**config.mk**
```make
export PLATFORM = sky130hd
export DESIGN_NAME = sim_exit_monitor
export DESIGN_NICKNAME = d
export VERILOG_FILES = /design/src/rtl/sim_exit_pkg.sv /design/src/rtl/sim_watchdog.sv /design/src/rtl/sim_exit_monitor.sv
export SDC_FILE = /design/constraint.sdc
export NUM_CORES = 1
export LEC_CHECK = 0
export ABC_AREA = 0
export BUFFER_PORTS_ARGS = -buffer_cell sky130_fd_sc_hd__buf_2
export CORE_UTILIZATION = 45
export DETAILED_ROUTE_END_ITERATION = 8
export PLACE_DENSITY = 0.69
export SYNTH_ARGS = -nofsm -noshare
export SYNTH_HDL_FRONTEND = slang
export SYNTH_SLANG_ARGS = --single-unit
export TNS_END_PERCENT = 20
```
**constraint.sdc**
```tcl
create_clock -name clock -period 4.7 [get_ports clock]
set_input_delay 0.705 -clock clock [delete_from_list [all_inputs] [get_ports clock]]
set_output_delay 0.705 -clock clock [all_outputs]
set_load 0.05 [all_outputs]
```
**src/rtl/sim_exit_pkg.sv**
```systemverilog
// Shared types and constants for the simulation exit monitor: lifecycle states,
// failure reasons, and the ceiling for the ignored-write counter.
package sim_exit_pkg;

  typedef enum logic [1:0] {
    ST_RUN   = 2'd0,
    ST_DRAIN = 2'd1,
    ST_DONE  = 2'd2
  } state_t;

  typedef enum logic [1:0] {
    REASON_NONE      = 2'd0,
    REASON_TEST_FAIL = 2'd1,
    REASON_WATCHDOG  = 2'd2,
    REASON_PROTOCOL  = 2'd3
  } reason_t;

  localparam logic [7:0] SAT8_MAX = 8'hFF;

endpackage

```
**src/rtl/sim_watchdog.sv**
```systemverilog
// Progress watchdog: a saturating stall counter. It flags expiry on the edge
// where the count would reach a nonzero limit, unless that same cycle clears it.
module sim_watchdog #(
  parameter int WDOG_W = 32
) (
  input  logic              clock,
  input  logic              reset,
  input  logic              enable,
  input  logic              clear,
  input  logic [WDOG_W-1:0] limit,
  output logic              expire
);

  logic [WDOG_W-1:0] cnt_reg;
  logic [WDOG_W-1:0] cnt_next;

  // The counter sticks at all-ones instead of wrapping back to a small value.
  assign cnt_next = (&cnt_reg) ? cnt_reg : cnt_reg + WDOG_W'(1);
  assign expire   = enable && !clear && (limit != '0) && (cnt_next >= limit);

  always_ff @(posedge clock) begin
    if (!reset) begin
      cnt_reg <= '0;
    end else if (clear) begin
      cnt_reg <= '0;
    end else if (enable) begin
      cnt_reg <= cnt_next;
    end
  end

endmodule

```
**src/rtl/sim_exit_monitor.sv**
```systemverilog
// Decodes tohost writes and watchdog expiry into a sticky pass/fail status.
// The status is published only after a drain window that lets trailing DUT activity settle.
module sim_exit_monitor
  import sim_exit_pkg::*;
#(
  parameter int DATA_W       = 64,
  parameter int CODE_W       = 31,
  parameter int DRAIN_CYCLES = 16,
  parameter int WDOG_W       = 32
) (
  input  logic              clock,
  input  logic              reset,
  input  logic              wr_valid,
  output logic              wr_ready,
  input  logic [DATA_W-1:0] wr_data,
  input  logic              progress,
  input  logic [WDOG_W-1:0] wdog_limit,
  output logic              io_success,
  output logic              io_failure,
  output logic [1:0]        fail_reason,
  output logic [CODE_W-1:0] fail_code,
  output logic [7:0]        ignored_cnt,
  output logic              busy
);

  localparam int DRAIN_W = (DRAIN_CYCLES > 1) ? $clog2(DRAIN_CYCLES) : 1;
  localparam logic [DRAIN_W-1:0] DRAIN_LAST =
    DRAIN_W'((DRAIN_CYCLES > 0) ? DRAIN_CYCLES - 1 : 0);

  state_t              state_reg;
  logic [DRAIN_W-1:0]  drain_cnt_reg;
  logic [7:0]          ignored_reg;
  logic                pend_pass_reg;
  reason_t             pend_reason_reg;
  logic [CODE_W-1:0]   pend_code_reg;
  logic                success_reg;
  logic                failure_reg;
  reason_t             reason_reg;
  logic [CODE_W-1:0]   code_reg;

  logic                accept;
  logic                upper_nz;
  logic [CODE_W-1:0]   wr_code;
  logic                wr_term;
  logic                wdog_expire;
  logic                term_event;
  logic                term_pass;
  reason_t             term_reason;
  logic [CODE_W-1:0]   term_code;

  assign accept  = wr_valid && (state_reg == ST_RUN);
  assign wr_code = wr_data[CODE_W:1];
  assign wr_term = accept && wr_data[0];

  if (DATA_W > CODE_W + 1) begin : g_upper
    assign upper_nz = |wr_data[DATA_W-1:CODE_W+1];
  end else begin : g_no_upper
    assign upper_nz = 1'b0;
  end

  // Any accepted write counts as progress, so a terminal write always beats expiry.
  sim_watchdog #(.WDOG_W(WDOG_W)) u_watchdog (
    .clock  (clock),
    .reset  (reset),
    .enable (state_reg == ST_RUN),
    .clear  (progress || accept),
    .limit  (wdog_limit),
    .expire (wdog_expire)
  );

  assign term_event = wr_term || wdog_expire;

  always_comb begin
    term_pass   = 1'b0;
    term_reason = REASON_WATCHDOG;
    term_code   = '0;
    if (wr_term) begin
      if (upper_nz) begin
        term_reason = REASON_PROTOCOL;
      end else if (wr_code == '0) begin
        term_pass   = 1'b1;
        term_reason = REASON_NONE;
      end else begin
        term_reason = REASON_TEST_FAIL;
        term_code   = wr_code;
      end
    end
  end

  always_ff @(posedge clock) begin
    if (!reset) begin
      state_reg       <= ST_RUN;
      drain_cnt_reg   <= '0;
      ignored_reg     <= '0;
      pend_pass_reg   <= 1'b0;
      pend_reason_reg <= REASON_NONE;
      pend_code_reg   <= '0;
      success_reg     <= 1'b0;
      failure_reg     <= 1'b0;
      reason_reg      <= REASON_NONE;
      code_reg        <= '0;
    end else begin
      case (state_reg)
        ST_RUN: begin
          if (accept && !wr_data[0] && (ignored_reg != SAT8_MAX)) begin
            ignored_reg <= ignored_reg + 8'd1;
          end
          if (term_event) begin
            pend_pass_reg   <= term_pass;
            pend_reason_reg <= term_reason;
            pend_code_reg   <= term_code;
            drain_cnt_reg   <= '0;
            if (DRAIN_CYCLES == 0) begin
              state_reg   <= ST_DONE;
              success_reg <= term_pass;
              failure_reg <= !term_pass;
              reason_reg  <= term_reason;
              code_reg    <= term_code;
            end else begin
              state_reg <= ST_DRAIN;
            end
          end
        end
        ST_DRAIN: begin
          if (drain_cnt_reg == DRAIN_LAST) begin
            state_reg   <= ST_DONE;
            success_reg <= pend_pass_reg;
            failure_reg <= !pend_pass_reg;
            reason_reg  <= pend_reason_reg;
            code_reg    <= pend_code_reg;
          end else begin
            drain_cnt_reg <= drain_cnt_reg + DRAIN_W'(1);
          end
        end
        default: begin
        end
      endcase
    end
  end

  assign wr_ready    = (state_reg == ST_RUN);
  assign busy        = (state_reg == ST_RUN);
  assign io_success  = success_reg;
  assign io_failure  = failure_reg;
  assign fail_reason = reason_reg;
  assign fail_code   = code_reg;
  assign ignored_cnt = ignored_reg;

endmodule
```
# --- After elaboration in Yosys (flattened, before gate mapping) ---
# Index checks and enable logic that the tools add are counted.
word_totals:
  output_inout_bits: 45
  in_bits: 100
  reg_bits: 115
  word_cells: 62
op_classes:
  n_mux: 16
  reduce_logical: 24
  n_bitwise: 1
  n_eq_ne: 6
  add_sub_neg: 3
  n_lt_le_gt_ge: 1
op_table:
  columns: ["cell", "count"]
  rows:
  - ["two-way mux 31 bit", 3]
  - ["adder 32 x 1 -> 32 bit, second input constant", 1]
  - ["greater-or-equal comparator 32 bit", 1]
  - ["two-way mux 32 bit", 1]
  - ["AND reduction 32 bit", 1]
  - ["nonzero test 32 bit", 1]
  - ["OR reduction 32 bit", 1]
  - ["zero test 31 bit", 1]
  - ["adder 8 x 1 -> 8 bit, second input constant", 1]
  - ["two-way mux 2 bit", 4]
  - ["two-way mux 4 bit", 2]
  - ["!= test 8 bit, second input constant", 1]
  - ["case mux 4 bit (2 select lines)", 1]
  - ["logical AND 1 bit", 7]
  - ["!= test 2 bit, second input constant", 3]
  - ["AND reduction 2 bit", 3]
  - ["AND reduction 3 bit", 2]
  - ["adder 4 x 1 -> 4 bit, second input constant", 1]
  - ["== test 4 bit, second input constant", 1]
  - ["two-way mux 1 bit", 4]
  - ["case mux 2 bit (2 select lines)", 1]
  - ["zero test 1 bit", 3]
  - ["== test 2 x 1 -> 1 bit, second input constant", 1]
  - ["zero test 2 bit", 1]
  - ["other kinds (4)", 5]

# --- Depth between registers and ports, before layout ---
# Gate-level depths: netlist of the first run.
depth:
  word_depth: 10
  ltp_mapped: 16
  ltp_nobuf: 15

# --- Cells and area by module ---
# A second synthesis of the first run with hierarchy kept.
hier_totals:
  cells_unflattened: 732
  area_unflattened_um2: 6120.9
by_module_without_submodules:
  columns: ["mod", "seq_area_each_um2", "n_inst", "cells_per_inst", "area_per_inst_um2"]
  rows:
  - ["sim_watchdog", 640.6, 1, 402, 3075.4]
  - ["sim_exit_monitor", 1661.6, 1, 330, 3045.4]

# --- Worst setup path before layout of the first run ---
# OpenSTA, ideal clock, no wires.
synth_path:
  path_kind: "flip-flop to flip-flop"
  start: "register u_watchdog.cnt_reg[11]"
  end: "register pend_code_reg[21]"
  required_ns: 4.583
  setup_ns: 0.117
  path_buffers: 3
  setup_slack_ns: 0.782
  arrival_ns: 3.802
  synth_period_minus_slack_ns: 3.918
  path_stages_with_launch: 17
  cell_sequence: "dfxtp_1 buf_4 nand2_1 or4_4 or3_1 clkbuf_1 o21ai_2 nor3_1 xor2_1 ha_1 nand2_1 nor4_1 nand3_1 a311oi_2 nor4_2 buf_2 a22o_1"
synth_between:
  elab_chain_cells: 6
  word_cells_on_any_way: 7
  classes_between: "add/sub (1); order compare (1); mux (1); reduce/logical (4)"
synth_rtl:
  columns: ["item", "line", "rtl"]
  rows:
  - ["from (decl)", "sim_watchdog.sv:14", "logic [WDOG_W-1:0] cnt_reg;"]
  - ["from (signal assigned)", "sim_watchdog.sv:27", "cnt_reg <= cnt_next;"]
  - ["adder 32 x 1 -> 32 bit or AND reduction 32 bit (tied branches)", "sim_watchdog.sv:18", "assign cnt_next = (&cnt_reg) ? cnt_reg : cnt_reg + WDOG_W'(1);"]
  - ["two-way mux 32 bit (*)", "sim_watchdog.sv:18", null]
  - ["net u_watchdog.cnt_next[27]", "sim_watchdog.sv:15", "logic [WDOG_W-1:0] cnt_next;"]
  - ["greater-or-equal comparator 32 bit (*)", "sim_watchdog.sv:19", "assign expire = enable && !clear && (limit != '0) && (cnt_next >= limit);"]
  - ["logical AND 1 bit (*)", "sim_watchdog.sv:19", null]
  - ["logical OR 1 bit (*)", "sim_exit_monitor.sv:71", "assign term_event = wr_term || wdog_expire;"]
  - ["AND reduction 2 bit (no source line) (*)", null, null]
  - ["to (signal assigned)", "sim_exit_monitor.sv:111", "pend_code_reg <= term_code;"]
  - ["to (decl)", "sim_exit_monitor.sv:35", "logic [CODE_W-1:0] pend_code_reg;"]
# The timed path passes the listed nets; every way through them passes the cells marked *.
# A chain may end at the register's enable or synchronous reset.

# --- Worst setup path after layout of the first run ---
layout_path:
  start: "register u_watchdog.cnt_reg[11]"
  end: "register pend_code_reg[26]"
# The elaborated chain is that of the path after synthesis.

==> metrics.cfg, run 1 <==
[run_status]
status = complete, no violations

[logic_synthesis]
synth_top_family_by_area = simple AND/OR/NAND/NOR gates
synth_compound_area_frac = 0.126
yosysTopAreaCell = dfxtp_1
ys_top_cells_by_count = nand2_1 (118), dfxtp_1 (115), nor2_1 (72)
async_reset_ff_frac = 0
synth_area_um2 = 5910
synth-edff-count = 0
synth_fa_ha_area_frac = 0.0741
synth_flop_cell = dfxtp_1
synthSimpleGateAreaFrac = 0.261
seq_area_frac_synth = 0.390
synth-xor-area-share = 0.0978
synthesis.instances = 718
syn_avg_cell_area_um2 = 8.23
ys_types = 50
synth_nets = 853
synth_seq_cells = 115
yosysWarnings = 0
synth.top_cell.area_share = 0.390
synth.most_common_cell = nand2_1
synth.area.mux_share = 0.00169
ys_top_cells_by_area = dfxtp_1 (39%), nand2_1 (7.5%), ha_1 (7.4%)

[timing]
hold_violations = 0
timing.fmax_ghz = 0.233
fin_crit_ns = 4.29
worst_clock_skew_ns = 0.00653
post-route-period-util = 0.912
rsz0062_at_grt = no
setup_ws_ns = 0.413
maxSlewViolCount = 0
tightest_slew_ns = 1.19
finalSetupTns_ns = 0
slew_headroom = 0.205
setup_viol = 0

[drt]
top_layer = met4
met2_length_um = 6910
drc_errors = 0
drtAntennaViolNets = 0
dr.pass1.iters = 5
wl_met3_um = 765
wirelength_um = 14800
via_per_inst = 5.22
first_iter_violations = 290
wl_met1_um = 6930
wl_per_cell_um = 14.2
vias = 5448

[floorplan]
die_h_um = 117
io_pins = 145
num_rows = 41
core_um2 = 12700
start_util = 0.465
die_w_um = 117
dieArea_um2 = 13600

[critical_path]
cp-end-kind = flip-flop
crit_type = flip-flop to flip-flop
path_cells = nand2_1, or4_4, nor4_1, nor2_1, nand3_1, nor2_1, xor2_1, ha_1, nand4_1, nor3_1, o2111ai_1, a311oi_2, nor4_4, buf_4, a22o_1
cp.arrival_ns = 4.59
reg2reg_slack_ns = 0.41
crit_path_top_delay_cell = or4_4
worstSetupStartpointType = flip-flop
crit_family = simple AND/OR/NAND/NOR gates
cp_slowest_stage_delay_ns = 0.57
critPathMostFrequentCell = nor2_1
cp_max_fo = 33
worst-path-buf-inv = 1
critPathRequiredTime_ns = 5.00

[grt]
grt_pass1_vias = 5011
gr-total-overflow = 0
grt_pass1_wl_um = 23700
grt_max_degree = 51
grt_use_total = 0.229
antenna_found_initial = 0

[cells_and_area]
post_route_cells_drive_above_1_share = 0.232
largest_reg_flops = 32
ff_latch_area_um2 = 2300
multi_input_area_um2 = 3330
area_delta_synth_final_pct = 25.7
antenna_cells = 0
nFillCells = 1210
final_util = 0.584
final_cell_area_um2 = 7430
layout.nets = 993

[cts]
insertion_delay_ns = 0.42
cts.sink_count = 115
post_cts.repair.setup_buffers = 0
cts_root_buffer = clkbuf_16
cts_tree = done
htreeDepth = 4
holdBufCountCts = 0
cts_buffers = 17
clk_path_buf_depth = 2
clk_pin_slew_worst_paths_ns = 0.05
post_cts_resized = 0

[placed_design]
gp_congestion = 0.859
dp_slack_ns = 0.457
hpwl_um = 10900
placed_area_um2 = 6780
port_buffers = 144

[run]
maxCapViolCount = 0

[power]
irDropWorstVdd_v = 0.000230
p_leak_nw = 3.24
powerDensity_nw_per_um2 = 343

[hold_path]
hp-class = flip-flop to flip-flop

area by class of cell:
type	instances	share of cell area
Timing Repair Buffer	154	0.107
Inverter	35	0.0177
Tap cell	172	0.0290
Multi-Input combinational cell	535	0.449
Clock inverter	15	0.0305
Clock buffer	17	0.0573
Sequential cell	115	0.310
worst paths after layout:
path / from / to / depth (start not counted)
min reg2reg: pend_code_reg[3] / fail_code[3] / 2
max: u_watchdog.cnt_reg[11] / pend_code_reg[26] / 15
min: pend_code_reg[3] / fail_code[3] / 2
max reg2reg: u_watchdog.cnt_reg[11] / pend_code_reg[26] / 15
cell families (layout without fill, tap and decap cells):
kind of cell | Yosys count | count (layout)
xor gates and xnor gates | 66 | 66
muxes | 1 | 1
and+or+nand+nor | 320 | 320
buffers and inverters | 68 | 221
DFF | 115 | 115
adders and majority gates | 35 | 35
AOI/OAI and AO/OA | 113 | 113
stage by stage:
| stage | instances | total power [W] | hold WS (ns) |
|---|---|---|---|
| finish | 1043 | 0.00255 | 0.447 |
| global route | 1043 | 0.00264 | 0.471 |
| CTS | 1043 | 0.00257 | 0.452 |
| detailed placement | 1011 | 0.00115 | 0.444 |
| global placement | 1011 | 0.00115 | 0.440 |
| floorplan | 718 | 0.00108 | 0.432 |
cells in the final DEF (no fill, tap or decap), types with 2 or more instances in the layout:
cell	Yosys	layout
o21a_1	2	2
dfxtp_1	115	115
buf_4	5	10
buf_2	9	144
or2_2	2	2
nor3_1	24	24
a22o_1	32	32
clkinv_2	0	2
ha_1	35	35
clkbuf_16	0	17
bufinv_16	0	5
and3_1	7	7
inv_6	0	4
a21oi_1	55	55
nand4_1	16	16
and4_1	3	3
a311oi_1	2	2
inv_1	33	33
nand2b_1	2	2
nor4_1	30	30
nand3b_1	2	2
nand3_1	23	23
xor2_1	33	33
nand2_1	118	118
nor2_1	72	72
xnor2_1	33	33
o21ai_0	11	11
clkinvlp_4	0	3
or3_1	6	6
and2_1	2	2
nor4_4	2	3
or4_4	2	2
power breakdown:
group / switching, W / total [W] / leakage, nW / internal (W)
clock: 0.000475 / 0.00142 / 0.311 / 0.000944
sequential: 0.00000408 / 0.000984 / 0.927 / 0.000980
combinational: 0.0000863 / 0.000143 / 2.00 / 0.0000565
worst register-to-register path: cells and delay by family, from the launching register on:
family,cells,cell delay (ns)
AO/OA/AOI/OAI,3,0.92
XOR/XNOR,1,0.14
flip-flops,1,0.45
buffers and inverters,1,0.27
adder cells (fa/ha/maj),1,0.31
AND/OR/NAND/NOR,9,2.08
routing by layer:
layer  track usage  vias to the layer above
met3        0.0675                       15
met2         0.370                      142
met4        0.0726                        0
met5             0                        -
met1         0.293                     2499
li1              -                     2792
Note: power is estimated with default switching activity, not from simulation.
==> run 2: changes to the inputs <==
- ABC_AREA: 0 -> 1
- BUFFER_PORTS_ARGS: -buffer_cell sky130_fd_sc_hd__buf_2 -> -buffer_cell sky130_fd_sc_hd__buf_4
- MAX_ROUTING_LAYER: not set -> met4
- PLACE_DENSITY: 0.69 -> 0.68
==> run 2 against run 1 <==
Global-route usage up 2.2 points. Sequential share of layout area down 2.8 points. Clock skew about the same. Combinational power up 62%. Cell area up 10%. Maximum frequency up 17%. Critical path depth up 10. First-iteration DRC count up 29%. Wire length up 13%. Total power up 4.3%. Clock-buffer cell count up 2. Critical path type unchanged. Critical endpoint is now pend_code_reg[5].
==> metrics.cfg, run 2 <==
[critical_path]
reg2reg_slack_ns = 1.04
critPathMostFrequentCell = nand2_1
r2r_start = u_watchdog.cnt_reg[1]
crit_path_top_delay_cell = dfxtp_1
worst-path-buf-inv = 5
crit_type = flip-flop to flip-flop
cp-end-kind = flip-flop
cp.arrival_ns = 3.99
critPathRequiredTime_ns = 5.03
crit_family = simple AND/OR/NAND/NOR gates
cp_max_fo = 33
worstReg2RegEnd = pend_code_reg[5]
reg2reg_depth = 25
cp_slowest_stage_delay_ns = 0.40
worstSetupStartpointType = flip-flop

[logic_synthesis]
synth.most_common_cell = nand2_1
ys_top_cells_by_count = nand2_1 (186), nor2_1 (139), inv_1 (124)
ys_types = 34
synth_nets = 1064
synthesis.instances = 929
ys_top_cells_by_area = dfxtp_1 (36%), nand2_1 (11%), nor2_1 (8.2%)
seq_area_frac_synth = 0.363
yosysTopAreaCell = dfxtp_1
synth_flop_cell = dfxtp_1
synth.top_cell.area_share = 0.363
yosysWarnings = 0
syn_avg_cell_area_um2 = 6.83
synth-edff-count = 0
synth_area_um2 = 6340
async_reset_ff_frac = 0
synth_seq_cells = 115

[drt]
drtAntennaViolNets = 0
first_iter_violations = 374
vias = 6282
drc_errors = 0
dr.pass1.iters = 5
wirelength_um = 16800
via_per_inst = 5.00
wl_per_cell_um = 13.3

[cts]
cts.sink_count = 115
clk_pin_slew_worst_paths_ns = 0.06
cts_buffers = 17
post_cts_resized = 0
cts_tree = done
post_cts.repair.setup_buffers = 0
clk_path_buf_depth = 2
holdBufCountCts = 0
htreeDepth = 4
cts_root_buffer = clkbuf_16
insertion_delay_ns = 0.41

[floorplan]
io_pins = 145
start_util = 0.459
die_h_um = 121
die_w_um = 121
core_um2 = 13800
num_rows = 43
dieArea_um2 = 14600

[hold_path]
hold_depth = 2
min_from = pend_code_reg[19]
hp-class = flip-flop to flip-flop
holdPathEnd = pend_code_reg[19]

[cells_and_area]
mostFrequentLayoutCell = nand2_1
layout.nets = 1199
largest_reg_flops = 32
post_route_cells_drive_above_1_share = 0.188
layout_common_cells = nand2_1 (186), buf_4 (149), nor2_1 (139)
antenna_cells = 0
area_delta_synth_final_pct = 28.9

[timing]
tightest_slew_ns = 0.951
slew_headroom = 0.365
post-route-period-util = 0.779
setup_viol = 0
finalSetupTns_ns = 0
maxSlewViolCount = 0
hold_slack_ns = 0.462
timing.fmax_ghz = 0.273
hold_violations = 0
fin_crit_ns = 3.66
worst_clock_skew_ns = 0.00657
rsz0062_at_grt = no

[placed_design]
gp_congestion = 0.930
hpwl_um = 12200
port_buffers = 144

[run]
maxCapViolCount = 0

[power]
power_w = 0.00266
powerDensity_nw_per_um2 = 325
irDropWorstVdd_v = 0.000258
p_leak_nw = 4.19

[grt]
gr-total-overflow = 0
antenna_found_initial = 0
grt_pass1_wl_um = 28100
grt_use_total = 0.250
grt_max_degree = 52
grt_pass1_vias = 5909

[run_status]
status = complete, no violations

-- run 2: kinds of logic after synthesis --
family / after synthesis / share of synthesized area
simple gates: 428 / 0.297
compound gates: 161 / 0.132
xor+xnor: 28 / 0.0387
flops: 115 / 0.363
fa+ha+maj: 35 / 0.0690
buf+inv: 162 / 0.101
-- run 2: layout make-up --
type | instances | area, um^2
Clock buffer | 19 | 453
Fill cell | 1335 | 5650
Inverter | 129 | 484
Clock inverter | 13 | 194
Multi-Input combinational cell | 652 | 3400
Tap cell | 180 | 225
Timing Repair Buffer | 149 | 1120
Sequential cell | 115 | 2300
-- run 2: routing by layer --
metal | GRT usage | up-vias | part of all wire
li1 | - | 3287 | -
met1 | 0.332 | 2787 | 0.48
met2 | 0.378 | 184 | 0.44
met3 | 0.0679 | 24 | 0.067
met4 | 0.0602 | 0 | 0.014
met5 | - | - | 0
-- run 2: stage by stage --
stage,area (um^2),setup slack (ns),std cells,utilization
after global placement,7530,1.18,1225,0.545
after detailed placement,7530,1.05,1225,0.545
after floorplan,6340,1.80,929,-
after CTS,8180,1.01,1257,0.591
final,8180,1.04,1257,0.591
after global routing,8180,0.554,1257,0.591
-- run 2: worst max-delay path by stage --
stage | from | to | slack [ns] | cells past startpoint
after floorplan | u_watchdog.cnt_reg[1] | pend_code_reg[16] | 1.80 | 26
after global placement | u_watchdog.cnt_reg[1] | pend_code_reg[16] | 1.18 | 25
after detailed placement | u_watchdog.cnt_reg[1] | pend_code_reg[22] | 1.05 | 25
after CTS | u_watchdog.cnt_reg[1] | pend_code_reg[5] | 1.01 | 25
after global routing | u_watchdog.cnt_reg[1] | pend_code_reg[15] | 0.55 | 25
final | u_watchdog.cnt_reg[1] | pend_code_reg[5] | 1.04 | 25
-- run 2: power breakdown --
group | total (W) | internal [W] | switching [W]
clock network | 0.00142 | 0.000925 | 0.000496
logic | 0.000232 | 0.000102 | 0.000130
registers | 0.00100 | 0.000989 | 0.0000144
-- run 2: worst reg2reg max path: cells and delay by family, from the launching register on --
kind	cells	cell delay (ns)
buffers and inverters	5	0.90
DFF	1	0.40
AOI/OAI and AO/OA	1	0.16
adders and majority gates	2	0.45
and+or+nand+nor	17	1.66
==> run 3: changes to the inputs <==
- clock period: 4.7 -> 3.7 ns (I/O delays scaled with it)
==> run 3 against run 2 <==
Worst hold slack got worse by 0.066 ns. Clock power increased by 16%. Combinational power increased by 28%. Cell count increased by 0.40%. Register-to-register slack got worse by 0.69 ns. Critical path depth decreased by 3. Maximum frequency increased by 9.2%. Clock skew increased by 0.0032 ns. First-iteration DRC count increased by 31%. Die area unchanged. Utilization increased by 0.090 points. Cell area increased by 0.15%. Largest power group unchanged.
==> metrics.cfg, run 3 (synthesized netlist as in run 2, its figures left out) <==
[grt]
grt_pass1_vias = 6107
grt_max_degree = 48
grt_use_total = 0.254
grt_pass1_wl_um = 28500
antenna_found_initial = 0
gr-total-overflow = 0

[floorplan]
io_pins = 145
core_um2 = 13800
num_rows = 43
die_h_um = 121
start_util = 0.459
die_w_um = 121
dieArea_um2 = 14600

[placed_design]
hpwl_um = 12400
gp_congestion = 0.960
port_buffers = 144
dp_cells = 1229
placed_area_um2 = 7570
dp_slack_ns = 0.250

[drt]
first_iter_violations = 490
drtAntennaViolNets = 0
via_per_inst = 5.08
drc_errors = 0
dr.pass1.iters = 5
wirelength_um = 16800
wl_per_cell_um = 13.3
vias = 6415

[cells_and_area]
nFillCells = 1331
ff_latch_area_um2 = 2300
instances_no_fill = 1262
multi_input_area_um2 = 3410
antenna_cells = 0
mostFrequentLayoutCell = nand2_1
layout_common_cells = nand2_1 (186), buf_4 (153), nor2_1 (139)
layout.nets = 1204
largest_reg_flops = 32
post_route_cells_drive_above_1_share = 0.193
final_cell_area_um2 = 8190
area_delta_synth_final_pct = 29.1

[cts]
insertion_delay_ns = 0.42
cts.sink_count = 115
cts_tree = done
clk_pin_slew_worst_paths_ns = 0.06
cts_buffers = 17
clk_path_buf_depth = 2
holdBufCountCts = 0
cts_root_buffer = clkbuf_16
htreeDepth = 4

[timing]
worst_clock_skew_ns = 0.00978
slew_headroom = 0.357
post-route-period-util = 0.906
hold_slack_ns = 0.395
tightest_slew_ns = 0.963
finalSetupTns_ns = 0
fin_crit_ns = 3.35
timing.fmax_ghz = 0.298
setup_ws_ns = 0.348
maxSlewViolCount = 0
hold_violations = 0
rsz0062_at_grt = no
setup_viol = 0

[power]
p_int_w = 0.00240
powerDensity_nw_per_um2 = 394
p_leak_nw = 4.20
power.share.clock = 0.512
p_comb_frac = 0.092
irDropWorstVdd_v = 0.000359
p_seq_frac = 0.396
power_switching_w = 0.000829
p_sw_frac = 0.257

[critical_path]
worstSetupStartpointType = flip-flop
cp_max_fo = 33
crit_end = pend_code_reg[28]
reg2reg_slack_ns = 0.35
worstReg2RegEnd = pend_code_reg[28]
cp-end-kind = flip-flop
reg2reg_depth = 22
cp-startpoint = u_watchdog.cnt_reg[1]
crit_type = flip-flop to flip-flop
cp.arrival_ns = 3.69
critPathRequiredTime_ns = 4.04
r2r_start = u_watchdog.cnt_reg[1]

[hold_path]
hp-class = input pin to flip-flop

[run]
maxCapViolCount = 0

[run_status]
status = complete, no violations

## run 3: cell types whose count changed in the layout (fill, tap and decap cells not counted)
cell / delta
clkinvlp_4: +1
inv_6: +1
nand4_2: -1
bufinv_16: -2
nor3_2: +1
buf_4: +4
nor3_1: -1
buf_12: +1
nand4_4: +1
clkinv_4: +1
clkbuf_8: -2
inv_8: +1
## run 3: per-layer routing
metal  vias to the layer above  track usage  routed length (um)
li1                       3299            -                   -
met1                      2922        0.328                7980
met2                       172        0.387                7430
met3                        22       0.0675                1130
met4                         0       0.0787                 273
met5                         -            -                   0
## run 3: timing repair
item,CTS,global route
setup endpoints to repair,0,37
buffers inserted,0,1
resized for setup,0,2
## run 3: worst max-delay path: stages (launching register included)
cell     delay, ns
dfxtp_1       0.40
ha_1          0.21
nand3_1       0.13
inv_1         0.12
nand2_2       0.09
nor3_4        0.21
nand4_4       0.17
buf_4         0.21
o21ai_0       0.10
ha_1          0.28
a21o_1        0.18
nor2_1        0.13
nand2_1       0.07
nand2_1       0.05
nand2_1       0.09
nand2_1       0.08
nand2_1       0.05
nand2_1       0.08
nand2_1       0.09
inv_1         0.11
buf_12        0.20
nand2_1       0.08
a21oi_1       0.16
## run 3: worst min-delay path by stage
stage / from / endpoint / cells after the start
after floorplan: pend_code_reg[0] / pend_code_reg[0] / 2
after global placement: pend_code_reg[28] / pend_code_reg[28] / 2
after detailed placement: pend_code_reg[1] / pend_code_reg[1] / 2
after CTS: wr_data[20] / pend_code_reg[19] / 3
after global routing: wr_data[20] / pend_code_reg[19] / 3
final: wr_data[20] / pend_code_reg[19] / 3
## run 3: layout make-up
type,count,area share
clock buffer,17,0.0519
clock inverter,15,0.0208
inverter,129,0.0591
multi-input combinational,652,0.417
sequential,115,0.281
tap,180,0.0275
timing repair buffer,154,0.143
## run 3: power by group through the flow
stage | Combinational, W | Sequential (W) | Clock (W)
floorplan | 0.000158 | 0.00130 | 0
global placement | 0.000295 | 0.00130 | 0
detailed placement | 0.000298 | 0.00130 | 0
CTS | 0.000299 | 0.00128 | 0.00167
global route | 0.000338 | 0.00128 | 0.00173
finish | 0.000297 | 0.00128 | 0.00165
## run 3: metrics by stage
step                      power [W]   util
after global placement      0.00160  0.548
after detailed placement    0.00160  0.548
after global routing        0.00334  0.592
final                       0.00323  0.592
after CTS                   0.00325  0.591
after floorplan             0.00146      -
